File: config.mk
export PLATFORM = sky130hd
export DESIGN_NAME = von_control_unit
export DESIGN_NICKNAME = d
export VERILOG_FILES = /design/src/rtl/von_control_unit.sv
export SDC_FILE = /design/constraint.sdc
export NUM_CORES = 1
export LEC_CHECK = 0
export BUFFER_PORTS_ARGS = -buffer_cell sky130_fd_sc_hd__buf_2
export CAP_MARGIN = 25
export CORE_MARGIN = 3
export CORE_UTILIZATION = 44
export CTS_BUF_LIST = sky130_fd_sc_hd__clkbuf_2 sky130_fd_sc_hd__clkbuf_4 sky130_fd_sc_hd__clkbuf_8
export CTS_CLUSTER_SIZE = 25
export DETAILED_ROUTE_END_ITERATION = 7
export HOLD_SLACK_MARGIN = 0.02
export PLACE_DENSITY = 0.81
export SLEW_MARGIN = 20
export SYNTH_ARGS = -nofsm -noshare
export SYNTH_HDL_FRONTEND = slang
export SYNTH_SLANG_ARGS = --single-unit
File: constraint.sdc
create_clock -name clock -period 1.52 [get_ports clock]
set_input_delay 0.228 -clock clock [delete_from_list [all_inputs] [get_ports clock]]
set_output_delay 0.228 -clock clock [all_outputs]
set_load 0.02 [all_outputs]
File: src/rtl/von_control_unit.sv
// Hardwired Moore control sequencer for the 8-bit accumulator CPU (fetch/decode/execute).
// Optional CU_HALT_EN: opcode 14 parks the sequencer in HALT until reset.
module von_control_unit (
    input  logic       clock,
    input  logic       reset,
    input  logic [7:0] IR,
    output logic       load_AR,
    output logic       load_PC,
    output logic       load_DR,
    output logic       load_AC,
    output logic       load_IR,
    output logic       load_TR,
    output logic       clear_AR,
    output logic       clear_PC,
    output logic       clear_DR,
    output logic       clear_AC,
    output logic       clear_TR,
    output logic       inc_AR,
    output logic       inc_PC,
    output logic       inc_DR,
    output logic       inc_AC,
    output logic       inc_TR,
    output logic       memory_read,
    output logic       memory_write,
    output logic [2:0] bus_selectors,
    output logic       alu_enable,
    output logic [2:0] alu_mode
);
    typedef enum logic [2:0] {
        RST, F0, F1, D0, E0, E1
`ifdef CU_HALT_EN
        , HALT
`endif
    } state_t;

    state_t     state_q, state_d;
    logic [3:0] opcode;
    logic       unused_addr;

    assign opcode      = IR[7:4];
    assign unused_addr = ^IR[3:0];

    always_ff @(posedge clock or posedge reset) begin
        if (reset) state_q <= RST;
        else       state_q <= state_d;
    end

    always_comb begin
        state_d       = state_q;
        load_AR       = 1'b0;
        load_PC       = 1'b0;
        load_DR       = 1'b0;
        load_AC       = 1'b0;
        load_IR       = 1'b0;
        load_TR       = 1'b0;
        clear_AR      = 1'b0;
        clear_PC      = 1'b0;
        clear_DR      = 1'b0;
        clear_AC      = 1'b0;
        clear_TR      = 1'b0;
        inc_AR        = 1'b0;
        inc_PC        = 1'b0;
        inc_DR        = 1'b0;
        inc_AC        = 1'b0;
        inc_TR        = 1'b0;
        memory_read   = 1'b0;
        memory_write  = 1'b0;
        bus_selectors = 3'd0;
        alu_enable    = 1'b0;
        alu_mode      = 3'd0;
        case (state_q)
            RST: begin
                clear_AR = 1'b1;
                clear_PC = 1'b1;
                clear_DR = 1'b1;
                clear_AC = 1'b1;
                clear_TR = 1'b1;
                state_d  = F0;
            end
            F0: begin
                bus_selectors = 3'd2;
                load_AR       = 1'b1;
                state_d       = F1;
            end
            F1: begin
                memory_read   = 1'b1;
                bus_selectors = 3'd7;
                load_IR       = 1'b1;
                inc_PC        = 1'b1;
                state_d       = D0;
            end
            D0: begin
                bus_selectors = 3'd5;
                load_AR       = 1'b1;
                case (opcode)
                    4'd0, 4'd15: state_d = F0;
`ifdef CU_HALT_EN
                    4'd14:       state_d = HALT;
`else
                    4'd14:       state_d = F0;
`endif
                    default:     state_d = E0;
                endcase
            end
            E0: begin
                state_d = F0;
                case (opcode)
                    4'd1, 4'd2, 4'd3, 4'd9, 4'd10: begin
                        memory_read   = 1'b1;
                        bus_selectors = 3'd7;
                        load_DR       = 1'b1;
                        state_d       = E1;
                    end
                    4'd4: begin
                        bus_selectors = 3'd4;
                        memory_write  = 1'b1;
                    end
                    4'd5: begin
                        bus_selectors = 3'd1;
                        load_PC       = 1'b1;
                    end
                    4'd6: clear_AC = 1'b1;
                    4'd7: inc_AC   = 1'b1;
                    4'd8, 4'd11, 4'd12: begin
                        alu_enable = 1'b1;
                        load_AC    = 1'b1;
                        alu_mode   = (opcode == 4'd8)  ? 3'd5 :
                                     (opcode == 4'd11) ? 3'd6 : 3'd7;
                    end
                    4'd13: begin
                        memory_read   = 1'b1;
                        bus_selectors = 3'd7;
                        load_TR       = 1'b1;
                    end
                    default: ;
                endcase
            end
            E1: begin
                alu_enable = 1'b1;
                load_AC    = 1'b1;
                state_d    = F0;
                // Memory-reference opcodes map onto ALU modes AND/ADD/PASS/OR/XOR.
                case (opcode)
                    4'd1:    alu_mode = 3'd0;
                    4'd2:    alu_mode = 3'd1;
                    4'd3:    alu_mode = 3'd2;
                    4'd9:    alu_mode = 3'd3;
                    default: alu_mode = 3'd4;
                endcase
            end
`ifdef CU_HALT_EN
            HALT: state_d = HALT;
`endif
            default: state_d = RST;
        endcase
    end
endmodule

==> results.cfg <==
[outcome]
status = finished, violations left
violations = negative setup slack

[sta]
relSlewSlack = 0.6469
final.period_utilization = 1.199
hold_viol_final = 0
hold_ws_ps = 434.3
setup_viol = 20
tightest_slew_ps = 514.9
rsz0062_at_grt = true
max_freq_mhz = 548.6
finClkSkew_ps = 17.38
min_period_ps = 1823
slew_violations = 0
setup_slack_ps = -302.9

[global_route]
grt_pass1_wl_mm = 3.298
antenna_found_initial = 0
grt.total_usage = 0.2511
grt_pass1_vias = 701
grt_overflow = 0
grt_max_degree = 13

[floorplanning]
coreArea_mm2 = 0.001171
pin_count = 35
fp.dieW_um = 42.21
die_h_um = 42.21
die-area_mm2 = 0.001781
rows = 12
initial_core_util = 0.4925

[setup_path]
end_kind = primary output
crit_chain = or3b_4, nor4_4, buf_4
worstPathBufferInverterCount = 1
startpoint_type = flop
critPathMaxStageDelay_ps = 470
regToRegSetupSlack_ps = 70
cp_data_arrival_time_ps = 1590
critical_path_class = flop to primary output
cp.required_ps = 1290
cp_max_fo = 4
cpMaxStageDelayCell = or3b_4
cp_top_family = simple AND/OR/NAND/NOR gates

[clock_tree]
insertion_delay_ps = 260
htreeDepth = 1
clk_pin_slew_worst_paths_ps = 50
cts_root_buf = clkbuf_4
cts_tree = built
clockBufferDepth = 2
clock-sinks = 3
cts_inserted_buffers = 3

[drt]
drtPass1Iterations = 4
drc = 0
routedWlPerCell_um = 18.14
dr.first_iter.drc_count = 18
via_count = 769
routed_via_density = 5.915
ant_nets = 0
drt_wl_total_mm = 2.358

[logic_synthesis]
ys_ff_latch = 3
ys_types = 37
netlist_area_um2 = 576.8
async_flop_share = 1.000
syn_inst = 79
yosys_warnings = 0
synth-main-ff-cell = dfrtp_1
ys_seq_area_frac = 0.1302
postSynthAreaPerCell_um2 = 7.301
synth_edf_count = 0

[placement]
place_hpwl_mm = 1.254
port_buffers = 27
place_ws_ps = -21.85
gp_congestion = 0.7639

[power]
peakVddDrop_v = 0.001342
p_per_area_mw_per_mm2 = 2119
p_leak_nw = 0.4870

[finish]
regArea_um2 = 75.07
nFillCells = 51
reg_top3 = state_q (3)
antenna_cells = 0
synthToLayoutAreaGrowth_pct = 83.51
multi_input_area_um2 = 539.3
final_core_utilization = 0.9038
top_register = state_q
drive_above_1_share = 0.6034
nets = 127
largest_reg_flops = 3

[min_path]
hold_class = input port to async pin

[job]
maxCapViolCount = 0
## kinds of logic after synthesis
| logic type | share of synthesized area |
|---|---|
| other | 0.006501 |
| buffers and inverters | 0.1909 |
| AOI/OAI and AO/OA | 0.2126 |
| DFF | 0.1301 |
| xor gates and xnor gates | 0.03037 |
| muxes | 0.03471 |
| and+or+nand+nor | 0.3948 |
## final cells by class
class	count	share of cell area
multi-input combinational	59	0.5095
clock buffer	4	0.02837
timing repair buffer	46	0.3605
sequential	3	0.07092
tap	14	0.01655
inverter	4	0.01418
## worst register-to-register path, stage by stage, from the launching register on
cell     delay, ps
dfrtp_1        400
or3b_4         470
nor4_4         280
buf_4          160
a21o_1          80
## cell usage after synthesis, drive strengths merged (3+ instances only)
cell | n | area (um^2)
buf | 15 | 95.09
a21oi | 3 | 15.01
dfrtp | 3 | 75.07
nor2 | 5 | 18.77
o22ai | 3 | 18.77
nor2b | 4 | 25.02
nor3b | 3 | 22.52
nand2 | 4 | 15.01
nand2b | 3 | 18.77
inv | 4 | 15.01
## worst paths after layout
path	endpoint	depth (start not counted)	start
max in group asynchronous	state_q[2]	3	reset
min in group clock	state_q[0]	3	IR[7]
min reg2reg	state_q[1]	2	state_q[2]
max	load_DR	3	state_q[1]
max reg2reg	state_q[2]	4	state_q[1]
min	state_q[0]	3	reset
## what timing repair did
item,in CTS,in global routing
endpoints found under the setup margin,21,22
endpoints found under the hold margin,3,0
pin swaps,8,8
hold buffers,1,0
buffers inserted,3,0
gates resized for setup,31,22
## cell usage in the layout, fill, tap and decap left out, drive strengths merged, types with 2 or more instances in the layout
| master | n |
|---|---|
| a21oi | 3 |
| and3b | 2 |
| buf | 45 |
| clkbuf | 4 |
| conb | 3 |
| dfrtp | 3 |
| inv | 4 |
| mux2i | 2 |
| nand2 | 4 |
| nand2b | 3 |
| nand3 | 2 |
| nor2 | 5 |
| nor2b | 4 |
| nor3 | 2 |
| nor3b | 3 |
| nor4 | 2 |
| o211ai | 2 |
| o21ai | 2 |
| o22ai | 3 |
## per-stage QoR
step / cells / power (W) / instance area [um^2] / setup TNS (ps)
4_1_cts: 130 / 0.001877 / 962.2 / -3630
5_1_grt: 130 / 0.002336 / 1059 / -4772
2_1_floorplan: 81 / 0.001019 / 613.1 / -266.3
6_report: 130 / 0.002243 / 1059 / -3640
3_5_place_dp: 122 / 0.001343 / 779.5 / -65.63
3_3_place_gp: 122 / 0.001308 / 779.5 / -2.473
## report_power, final
| group | switching, W | internal, W |
|---|---|---|
| clock network | 0.0000603 | 0.000117 |
| registers | 0.0000371 | 0.000122 |
| logic | 0.000985 | 0.000922 |
| total | 0.00108 | 0.00116 |
## per-layer routing
layer / up-vias / part of all wire / global-route usage
li1: 347 / - / -
met1: 357 / 0.37 / 0.2590
met2: 47 / 0.50 / 0.4225
met3: 18 / 0.048 / 0.06438
met4: 0 / 0.081 / 0.1988
met5: - / 0 / 0
(Power assumes the default switching activity.)
